===== config.mk =====
export PLATFORM = sky130hd
export DESIGN_NAME = transform_shift_pipe
export DESIGN_NICKNAME = d
export VERILOG_FILES = /design/src/rtl/transform_shift_pkg.sv /design/src/rtl/rdoq_pipe_reg.sv /design/src/rtl/transform_shift_pipe.sv
export SDC_FILE = /design/constraint.sdc
export NUM_CORES = 1
export LEC_CHECK = 0
export CORE_UTILIZATION = 45
export CTS_CLUSTER_SIZE = 16
export DETAILED_ROUTE_END_ITERATION = 10
export PLACE_DENSITY = 0.7
export SLEW_MARGIN = 20
export SYNTH_ARGS = -nofsm -noshare
export SYNTH_HDL_FRONTEND = slang
export SYNTH_SLANG_ARGS = --single-unit

===== constraint.sdc =====
create_clock -name clk -period 9.05 [get_ports clk]
set_input_delay 1.3575 -clock clk [delete_from_list [all_inputs] [get_ports clk]]
set_output_delay 1.3575 -clock clk [all_outputs]
set_load 0.01 [all_outputs]

===== src/rtl/transform_shift_pkg.sv =====
`default_nettype none
// +----------------------------------------------------------------------------+
// | transform_shift_pkg                                                        |
// | Shared widths, per-channel config type and result type for the pipeline.   |
// | Rev 1.0                                                                    |
// +----------------------------------------------------------------------------+
package transform_shift_pkg;

    localparam int TS_BD_W    = 4;
    localparam int TS_DR_W    = 5;
    localparam int TS_LOG2_W  = 3;
    localparam int TS_SHIFT_W = 6;

    localparam int CFG_BD_RST = 8;
    localparam int CFG_DR_RST = 15;

    typedef struct packed {
        logic [TS_BD_W-1:0] bit_depth;
        logic [TS_DR_W-1:0] max_dr;
        logic               ext_prec;
    } cfg_t;

    typedef struct packed {
        logic [TS_SHIFT_W-1:0] shift;
        logic [TS_SHIFT_W-2:0] rshift;
        logic [TS_SHIFT_W-2:0] lshift;
        logic                  clamped;
        logic                  sat;
        logic                  err;
    } res_t;

    function automatic cfg_t cfg_reset_value();
        cfg_t c;
        c.bit_depth = TS_BD_W'(CFG_BD_RST);
        c.max_dr    = TS_DR_W'(CFG_DR_RST);
        c.ext_prec  = 1'b0;
        return c;
    endfunction

endpackage
`default_nettype wire


===== src/rtl/rdoq_pipe_reg.sv =====
`default_nettype none
// +----------------------------------------------------------------------------+
// | rdoq_pipe_reg                                                              |
// | One-entry valid/ready pipeline register carrying an arbitrary payload type.|
// | Rev 1.0                                                                    |
// +----------------------------------------------------------------------------+
module rdoq_pipe_reg #(
    parameter type T = logic
) (
    input  logic clk,
    input  logic rst_n,
    input  logic in_valid_i,
    output logic in_ready_o,
    input  T     in_data_i,
    output logic out_valid_o,
    input  logic out_ready_i,
    output T     out_data_o
);

    logic valid_q;
    T     data_q;

    // Payload only loads on an accepted beat so it stays frozen while stalled.
    assign in_ready_o  = !valid_q || out_ready_i;
    assign out_valid_o = valid_q;
    assign out_data_o  = data_q;

    always_ff @(posedge clk or negedge rst_n) begin
        if (!rst_n) begin
            valid_q <= 1'b0;
            data_q  <= '0;
        end else if (in_ready_o) begin
            valid_q <= in_valid_i;
            if (in_valid_i) begin
                data_q <= in_data_i;
            end
        end
    end

endmodule
`default_nettype wire


===== src/rtl/transform_shift_pipe.sv =====
`default_nettype none
// +----------------------------------------------------------------------------+
// | transform_shift_pipe                                                       |
// | Two-stage per-channel transform shift / rounding offset calculator.        |
// | Rev 1.0                                                                    |
// +----------------------------------------------------------------------------+
module transform_shift_pipe
    import transform_shift_pkg::*;
#(
    parameter  int NUM_CH   = 3,
    parameter  int LOG2_MIN = 2,
    parameter  int LOG2_MAX = 5,
    parameter  int OFF_W    = 32,
    parameter  int TAG_W    = 8,
    localparam int BD_W     = TS_BD_W,
    localparam int DR_W     = TS_DR_W,
    localparam int LOG2_W   = TS_LOG2_W,
    localparam int SHIFT_W  = TS_SHIFT_W,
    localparam int CH_W     = $clog2(NUM_CH)
) (
    input  logic                      clk,
    input  logic                      rst_n,
    input  logic                      cfg_we,
    input  logic [CH_W-1:0]           cfg_ch,
    input  logic [BD_W-1:0]           cfg_bit_depth,
    input  logic [DR_W-1:0]           cfg_max_dr,
    input  logic                      cfg_ext_prec,
    input  logic                      in_valid,
    output logic                      in_ready,
    input  logic [CH_W-1:0]           in_ch,
    input  logic [LOG2_W-1:0]         in_log2_size,
    input  logic                      in_ts,
    input  logic [TAG_W-1:0]          in_tag,
    output logic                      out_valid,
    input  logic                      out_ready,
    output logic signed [SHIFT_W-1:0] out_shift,
    output logic [SHIFT_W-2:0]        out_rshift,
    output logic [SHIFT_W-2:0]        out_lshift,
    output logic [OFF_W-1:0]          out_round_offset,
    output logic                      out_clamped,
    output logic                      out_sat,
    output logic                      out_err,
    output logic [TAG_W-1:0]          out_tag,
    output logic [15:0]               clamp_count
);

    localparam logic signed [SHIFT_W+1:0] C_SMAX  = (SHIFT_W+2)'(2**(SHIFT_W-1) - 1);
    localparam logic signed [SHIFT_W+1:0] C_SMIN  = -(SHIFT_W+2)'(2**(SHIFT_W-1));
    localparam logic [31:0]               C_OFF_W = 32'(OFF_W);
    localparam logic [SHIFT_W-2:0]        C_ONE   = (SHIFT_W-1)'(1);

    typedef struct packed {
        cfg_t               cfg;
        logic               err;
        logic [LOG2_W-1:0]  log2;
        logic               ts;
        logic [TAG_W-1:0]   tag;
    } s1_t;

    typedef struct packed {
        res_t               res;
        logic [OFF_W-1:0]   off;
        logic [TAG_W-1:0]   tag;
    } s2_t;

    cfg_t cfg_q [NUM_CH];
    cfg_t cfg_wr;
    cfg_t cfg_sel;
    logic rst_done_q;
    logic [15:0] clamp_cnt_q;

    s1_t  s1_d, s1_q;
    s2_t  s2_d, s2_q;
    logic s1_in_ready, s1_valid, s2_in_ready;

    logic signed [SHIFT_W+1:0] base;
    logic signed [SHIFT_W-1:0] sh;
    logic [SHIFT_W-1:0]        mag;

    assign cfg_wr.bit_depth = cfg_bit_depth;
    assign cfg_wr.max_dr    = cfg_max_dr;
    assign cfg_wr.ext_prec  = cfg_ext_prec;

    // Writes to a channel index beyond NUM_CH match no entry and are dropped.
    always_ff @(posedge clk or negedge rst_n) begin
        if (!rst_n) begin
            for (int i = 0; i < NUM_CH; i++) begin
                cfg_q[i] <= cfg_reset_value();
            end
        end else if (cfg_we) begin
            for (int i = 0; i < NUM_CH; i++) begin
                if (cfg_ch == CH_W'(i)) begin
                    cfg_q[i] <= cfg_wr;
                end
            end
        end
    end

    always_comb begin
        cfg_sel = '0;
        for (int i = 0; i < NUM_CH; i++) begin
            if (in_ch == CH_W'(i)) begin
                cfg_sel = cfg_q[i];
            end
        end
    end

    // Holds in_ready low for the first cycle after reset release.
    always_ff @(posedge clk or negedge rst_n) begin
        if (!rst_n) begin
            rst_done_q <= 1'b0;
        end else begin
            rst_done_q <= 1'b1;
        end
    end

    always_comb begin
        s1_d      = '0;
        s1_d.cfg  = cfg_sel;
        s1_d.err  = ({1'b0, in_ch} >= (CH_W+1)'(NUM_CH))
                 || (in_log2_size < LOG2_W'(LOG2_MIN))
                 || (in_log2_size > LOG2_W'(LOG2_MAX));
        s1_d.log2 = in_log2_size;
        s1_d.ts   = in_ts;
        s1_d.tag  = in_tag;
    end

    assign in_ready = rst_done_q && s1_in_ready;

    rdoq_pipe_reg #(.T(s1_t)) u_s1 (
        .clk         (clk),
        .rst_n       (rst_n),
        .in_valid_i  (in_valid && rst_done_q),
        .in_ready_o  (s1_in_ready),
        .in_data_i   (s1_d),
        .out_valid_o (s1_valid),
        .out_ready_i (s2_in_ready),
        .out_data_o  (s1_q)
    );

    always_comb begin
        base = $signed((SHIFT_W+2)'(s1_q.cfg.max_dr))
             - $signed((SHIFT_W+2)'(s1_q.cfg.bit_depth))
             - $signed((SHIFT_W+2)'(s1_q.log2));
        sh       = '0;
        mag      = '0;
        s2_d     = '0;
        s2_d.tag = s1_q.tag;
        if (s1_q.err) begin
            s2_d.res.err = 1'b1;
        end else begin
            if (s1_q.ts && s1_q.cfg.ext_prec && base[SHIFT_W+1]) begin
                s2_d.res.clamped = 1'b1;
            end else if (base > C_SMAX) begin
                sh           = C_SMAX[SHIFT_W-1:0];
                s2_d.res.sat = 1'b1;
            end else if (base < C_SMIN) begin
                sh           = C_SMIN[SHIFT_W-1:0];
                s2_d.res.sat = 1'b1;
            end else begin
                sh = base[SHIFT_W-1:0];
            end
            s2_d.res.shift = sh;
            if (sh[SHIFT_W-1]) begin
                // The most negative shift has no magnitude encoding; it is already flagged sat.
                mag             = -sh;
                s2_d.res.lshift = mag[SHIFT_W-1] ? '1 : mag[SHIFT_W-2:0];
            end else begin
                s2_d.res.rshift = sh[SHIFT_W-2:0];
            end
            if (s2_d.res.rshift != '0) begin
                if (32'(s2_d.res.rshift) > C_OFF_W) begin
                    s2_d.res.sat = 1'b1;
                end else begin
                    s2_d.off = OFF_W'(1) << (s2_d.res.rshift - C_ONE);
                end
            end
        end
    end

    rdoq_pipe_reg #(.T(s2_t)) u_s2 (
        .clk         (clk),
        .rst_n       (rst_n),
        .in_valid_i  (s1_valid),
        .in_ready_o  (s2_in_ready),
        .in_data_i   (s2_d),
        .out_valid_o (out_valid),
        .out_ready_i (out_ready),
        .out_data_o  (s2_q)
    );

    always_ff @(posedge clk or negedge rst_n) begin
        if (!rst_n) begin
            clamp_cnt_q <= '0;
        end else if (out_valid && out_ready && s2_q.res.clamped && (clamp_cnt_q != 16'hFFFF)) begin
            clamp_cnt_q <= clamp_cnt_q + 16'd1;
        end
    end

    assign out_shift        = s2_q.res.shift;
    assign out_rshift       = s2_q.res.rshift;
    assign out_lshift       = s2_q.res.lshift;
    assign out_round_offset = s2_q.off;
    assign out_clamped      = s2_q.res.clamped;
    assign out_sat          = s2_q.res.sat;
    assign out_err          = s2_q.res.err;
    assign out_tag          = s2_q.tag;
    assign clamp_count      = clamp_cnt_q;

endmodule
`default_nettype wire


==> results of run 1 <==
==> power breakdown <==
part           internal [mW]  switching (mW)
Combinational          0.381           0.513
Sequential             0.697          0.0622
Clock                  0.354           0.248
Total                   1.43           0.823
==> registers in the layout (all words and copies together) (netlist names) <==
name	cells
rst_done_q	1
u_s2.out_valid_o	1
clamp_count	16
u_s2.out_data_o	59
u_s1.out_valid_o	1
cfg_q	30
u_s1.out_data_o	23
==> cell families (layout without fill, tap and decap cells) <==
kind of cell	count (synthesis)	in the layout
simple gates	160	160
flops	131	131
compound gates	96	96
mux	63	63
buf+inv	41	160
xor+xnor	26	26
fa+ha+maj	11	11
other cells	1	1
==> worst register-to-register path: cells and delay by family (launching register included) <==
| family | cells | cell delay [ns] |
|---|---|---|
| AOI/OAI and AO/OA | 2 | 0.55 |
| DFF | 1 | 0.36 |
| xor gates and xnor gates | 1 | 0.19 |
| buffers and inverters | 3 | 0.18 |
| and+or+nand+nor | 5 | 1.09 |
| adders and majority gates | 4 | 1.39 |
==> cell usage in the layout, fill, tap and decap left out, types with 10 or more instances in the layout <==
master and count:
sky130_fd_sc_hd__clkbuf_16 17, sky130_fd_sc_hd__a22o_1 10, sky130_fd_sc_hd__mux2i_1 12, sky130_fd_sc_hd__nand3_1 11, sky130_fd_sc_hd__inv_1 17, sky130_fd_sc_hd__nand4_1 10, sky130_fd_sc_hd__dfrtp_1 116, sky130_fd_sc_hd__nor2_1 28
sky130_fd_sc_hd__a32o_1 10, sky130_fd_sc_hd__o21ai_0 18, sky130_fd_sc_hd__xnor2_1 19, sky130_fd_sc_hd__a21oi_1 14, sky130_fd_sc_hd__nand2_1 59, sky130_fd_sc_hd__mux2_2 51, sky130_fd_sc_hd__clkdlybuf4s50_1 106, sky130_fd_sc_hd__dfstp_2 15
==> final cells by class <==
cell class	instances	area share, %
inverters	17	0.813
well taps	176	2.81
flip-flops and latches	131	42.0
repair buffers	111	14.0
clock buffers	18	5.60
clock inverters	14	1.15
multi-input cells	357	33.6
==> worst max-delay path by stage <==
stage / endpoint / cells after the start / startpoint
2_1_floorplan: u_s2.out_data_o[45] / 15 / u_s1.out_data_o[14]
3_3_place_gp: in_ready / 5 / out_ready
3_5_place_dp: in_ready / 5 / out_ready
4_1_cts: in_ready / 5 / out_ready
5_1_grt: in_ready / 5 / out_ready
6_report: in_ready / 5 / out_ready
==> per-layer routing <==
layer / track usage [%] / routed length (µm) / part of all wire, %
met1: 26.0 / 5920 / 46
met2: 32.1 / 6140 / 48
met3: 5.07 / 575 / 4.5
met4: 5.70 / 132 / 1.0
met5: 0 / 0 / 0
==> metrics by stage <==
| step | cells | hold WS, ns |
|---|---|---|
| floorplan | 529 | 0.450 |
| global placement | 792 | 0.462 |
| detailed placement | 792 | 0.475 |
| CTS | 824 | 0.486 |
| global route | 824 | 0.505 |
| finish | 824 | 0.480 |
==> impl_metrics.ini, run 1 <==
[status]
outcome = finished clean

[final_layout]
layout-drive-gt1-share_pct = 19.8
area_growth_syn_to_layout_pct = 28.7
multi_input_combinational_cell_area_um2 = 2640
layout.area.seq_um2 = 3300
final_cell_area_um2 = 7850
antenna_cells = 0
layout.filler_cells = 1133
final_core_util_pct = 59.2
nets = 677

[synthesis]
synth-seq-area-share_pct = 54.1
yosys_register_bits = 131
yosys.area_share.adder_pct = 2.50
synth_enable_flop_cells = 0
synth_area_leaders = sky130_fd_sc_hd__dfrtp_1 48%, sky130_fd_sc_hd__mux2_2 9.4%, sky130_fd_sc_hd__dfstp_2 6.5%
yosys.area_share.simple_pct = 13.5
synth_fp_nets = 571
yosys.area.top_type = sky130_fd_sc_hd__dfrtp_1
synth.top_cells.by_count = 116 x sky130_fd_sc_hd__dfrtp_1, 59 x sky130_fd_sc_hd__nand2_1, 51 x sky130_fd_sc_hd__mux2_2
proportion_of_synthesized_area_in_mux_cells_pct = 11.4
yosysMostFrequentCell = sky130_fd_sc_hd__dfrtp_1
post_synthesis_instance_area_um2 = 6100
syn_avg_cell_area_um2 = 11.5
synth.distinct_cells = 65
yosysWarningCount = 0
ys_dominant_reg_cell = sky130_fd_sc_hd__dfrtp_1
xor_xnor_fraction_of_synth_area_pct = 3.98
synth_async_sr_flop_share_pct = 100
compound_gate_portion_of_the_synthesized_area_pct = 11.7
synth_top_area_share_pct = 47.6
synth_top_family_by_area = simple AND/OR/NAND/NOR gates
cell_count_after_synthesis = 529

[critical_path]
top_family_by_delay_on_critical_path = buffers and inverters
crit_path_slowest_cell = sky130_fd_sc_hd__clkdlybuf4s50_1
critical_path.max_fanout = 3
worst_setup_path_start_kind = input pin
cp_num_buf_inv = 2
cp_slowest_stage_delay_ns = 0.47
criticalPathCategory = input pin to output pin
r2r_start = u_s1.out_data_o[14]
cp_data_required_time_ns = 7.69
r2r_end = u_s2.out_data_o[45]
rrSetupSlack_ns = 5.19
timing.critical_path.mode_cell = sky130_fd_sc_hd__clkdlybuf4s50_1
worst_setup_ep_type = output pin
r2r_cells = 15
worstPathArrival_ns = 2.72
worstPathCellList = clkdlybuf4s50_1 -> nor2b_1 -> nand2_1 -> and2_1 -> clkdlybuf4s50_1

[routing]
post-route-drc-count = 0
num_vias = 4340
antenna_nets_post_route = 0
avgViaCountPerCell = 5.27
dr.pass1.iters = 4
drtIter0Drc = 161
routedWlPerCell_um = 15.5
routed_wirelength_um = 12800

[grt]
via_count_of_the_first_global_routing_pass = 4416
number_of_antenna_violations_at_the_first_check_in_global_routing = 0
grt_max_degree = 71
overflow = 0
grt_pass1_wl_um = 21700
total_routing_resource_utilization_after_global_routing_pct = 19.7

[clocking]
cts_max_path_buffers = 2
cts_num_sinks = 131
cts_made_buffers = 17
clock_tree.htree_level_count = 4
cts.reportedPaths.clkPinSlew_ns = 0.05
cells_resized_by_post_cts_repair = 0
clock_tree.root_cell = sky130_fd_sc_hd__clkbuf_16
cts_tree = done
clock_insertion_delay_worst_skew_ns = 0.42
post_cts.repair.setup_buffers = 0
holdBufCountCts = 0

[sta]
hold_viol_final = 0
timing.max_slew.rel_slack_pct = 41.7
timing.setup.tns_ns = 0
final-max-slew-violation-count = 0
rsz0062_at_grt = false
setup_viol = 0
fmax_mhz = 245
timing.final.ws_setup_ns = 4.97
worst_pin_slew_ns = 0.875
period_minus_slack_ns = 4.08
clock-skew-final_ns = 0.00663
layout_worst_path_cycle_share_pct = 45.0

[worst_hold_path]
hp-class = register to register
hold_start = u_s2.out_data_o[28]
worstHoldPathCells = 2
hold-path-endpoint = u_s2.out_data_o[28]

[flow_run]
maxCapViolCount = 0

[floorplanning]
placementRows = 42
die_width_um = 118
core_um2 = 13200
die-area_um2 = 14000
floorplan.initialDensity_pct = 46.0
die_extent_in_y_um = 118
design.portCount = 108

[placement]
numPortBuffers = 107
worst_setup_slack_before_clock_tree_synthesis_ns = 4.98
cell_area_placed_um2 = 7320
dp_hpwl_um = 9100
gpl.final_weighted_congestion = 0.832

[power]
power.total_mw = 2.26
power_density_nw_per_um2 = 287
ir_drop_mv = 0.178
power.static_leakage_nw = 3.37
Power figures use the tool's default switching activity.
==> run 2, diff against run 1 <==
==> constraint.sdc (replaced) <==
create_clock -name clk -period 4 [get_ports clk]
set_input_delay 0.6 -clock clk [delete_from_list [all_inputs] [get_ports clk]]
set_output_delay 0.6 -clock clk [all_outputs]
set_load 0.01 [all_outputs]
==> run 2 against run 1 <==
Total power up 150%. Combinational power up 130%. Clock skew up 0.0021 ns. Non-clock buffer count up 4. Critical endpoint is now u_s2.out_data_o[45]. Largest cell class unchanged.
==> impl_metrics.ini, run 2 (synthesis results as in run 1) <==
[critical_path]
r2r_end = u_s2.out_data_o[45]
r2r_start = u_s1.out_data_o[14]
crit_path_slowest_cell = sky130_fd_sc_hd__fa_1
worstPathArrival_ns = 3.99
r2r_cells = 15
top_family_by_delay_on_critical_path = compound AO/OA/AOI/OAI gates
cp_data_required_time_ns = 4.30
criticalPathCategory = register to register
rrSetupSlack_ns = 0.31
cp_num_buf_inv = 2
worst_setup_ep_type = register
worst_setup_path_start_kind = register
worstPathCellList = inv_1 -> ha_1 -> inv_1 -> fa_1 -> xor2_1 -> ha_1 -> a21o_1 -> a31oi_2 -> a21oi_1 -> o211ai_1 -> or2_4 -> nand2_1 -> ha_1 -> xor2_1 -> a221o_1
critical_path.max_fanout = 7
timing.critical_path.mode_cell = sky130_fd_sc_hd__ha_1
cp_slowest_stage_delay_ns = 0.39

[final_layout]
area_growth_syn_to_layout_pct = 31.8
final_core_util_pct = 60.6
final_cell_area_um2 = 8030
final_non_filler_cell_total = 828
antenna_cells = 0
nets = 681
flip_flop_count_of_the_largest_register_all_copies_and_words_added = 59
layout.cells.most_common = sky130_fd_sc_hd__dfrtp_1
layout-drive-gt1-share_pct = 20.2
mostFrequentLayoutCells = 116 x sky130_fd_sc_hd__dfrtp_1, 106 x sky130_fd_sc_hd__clkdlybuf4s50_1, 58 x sky130_fd_sc_hd__nand2_1

[power]
clock_network_fraction_of_total_power_pct = 31.2
ir_drop_mv = 0.332
power_density_nw_per_um2 = 691
comb_pwr_share_pct = 37.7
power_report.internal_total_mw = 3.65
pwr-share-seq_pct = 31.1
power.static_leakage_nw = 3.45
power_switching_mw = 1.90
sw_frac_of_total_pct = 34.3

[clocking]
clock_tree.root_cell = sky130_fd_sc_hd__clkbuf_16
clock_tree.htree_level_count = 4
post_cts.repair.setup_buffers = 0
cells_resized_by_post_cts_repair = 0
cts.reportedPaths.clkPinSlew_ns = 0.06
clock_insertion_delay_worst_skew_ns = 0.42
cts_tree = done
holdBufCountCts = 0
cts_made_buffers = 17
cts_num_sinks = 131
cts_max_path_buffers = 2

[sta]
rsz0062_at_grt = false
timing.final.ws_setup_ns = 0.313
timing.setup.tns_ns = 0
setup_viol = 0
worst_pin_slew_ns = 0.862
period_minus_slack_ns = 3.69
hold_viol_final = 0
timing.max_slew.rel_slack_pct = 42.5
final-max-slew-violation-count = 0
clock-skew-final_ns = 0.00875
layout_worst_path_cycle_share_pct = 92.2
fmax_mhz = 271

[grt]
total_routing_resource_utilization_after_global_routing_pct = 21.0
via_count_of_the_first_global_routing_pass = 4635
grt_pass1_wl_um = 22800
grt_max_degree = 69
number_of_antenna_violations_at_the_first_check_in_global_routing = 0
overflow = 0

[flow_run]
maxCapViolCount = 0

[floorplanning]
die_extent_in_y_um = 118
die_width_um = 118
placementRows = 42
design.portCount = 108
die-area_um2 = 14000
floorplan.initialDensity_pct = 46.0
core_um2 = 13200

[routing]
num_vias = 4474
post-route-drc-count = 0
avgViaCountPerCell = 5.40
routedWlPerCell_um = 16.4
dr.pass1.iters = 4
drtIter0Drc = 243
antenna_nets_post_route = 0
routed_wirelength_um = 13600

[placement]
cell_area_placed_um2 = 7360
place_inst = 796
gpl.final_weighted_congestion = 0.860
numPortBuffers = 107
dp_hpwl_um = 9630
worst_setup_slack_before_clock_tree_synthesis_ns = 0.351

[worst_hold_path]
hp-class = input pin to asynchronous set/reset pin

[status]
outcome = finished clean
[run 2: changes by cell type in the layout (fill, tap and decap cells not counted), sizes merged]
cell / before / now
clkbuf: 18 / 21
clkinvlp: 2 / 3
buf: 5 / 9
clkinv: 11 / 2
bufinv: 0 / 5
[run 2: layout make-up]
class	count	area [µm²]
clock buffer	21	470
clock inverter	11	199
fill	1093	5210
inverter	17	63.8
multi-input combinational	357	2640
sequential	131	3300
tap	176	220
timing repair buffer	115	1140
[run 2: stage by stage]
| step | power, mW | hold WS (ns) |
|---|---|---|
| floorplan | 3.09 | 0.304 |
| global placement | 3.77 | 0.462 |
| detailed placement | 3.83 | 0.470 |
| CTS | 5.58 | 0.313 |
| global route | 5.87 | 0.345 |
| finish | 5.55 | 0.277 |
[run 2: metal layers]
layer / part of all wire [%] / vias up / GRT usage (%)
met4: 1.5 / 0 / 8.07
met1: 44 / 2211 / 26.5
met2: 50 / 142 / 34.3
met5: 0 / - / 0
li1: - / 2105 / -
met3: 4.8 / 16 / 5.79
[run 2: worst max-delay path by stage]
stage | startpoint | end | depth (start not counted)
2_1_floorplan | u_s1.out_data_o[14] | u_s2.out_data_o[45] | 15
3_3_place_gp | u_s1.out_data_o[14] | u_s2.out_data_o[45] | 15
3_5_place_dp | u_s1.out_data_o[14] | u_s2.out_data_o[45] | 15
4_1_cts | u_s1.out_data_o[14] | u_s2.out_data_o[45] | 15
5_1_grt | u_s1.out_data_o[14] | u_s2.out_data_o[45] | 15
6_report | u_s1.out_data_o[14] | u_s2.out_data_o[45] | 15
[run 2: power by group through the flow]
stage / clock, mW / combinational [mW] / sequential (mW)
after global routing: 1.82 / 2.30 / 1.75
after floorplan: 0 / 1.32 / 1.76
after CTS: 1.76 / 2.09 / 1.72
final: 1.73 / 2.09 / 1.72
after global placement: 0 / 2.04 / 1.73
after detailed placement: 0 / 2.08 / 1.75
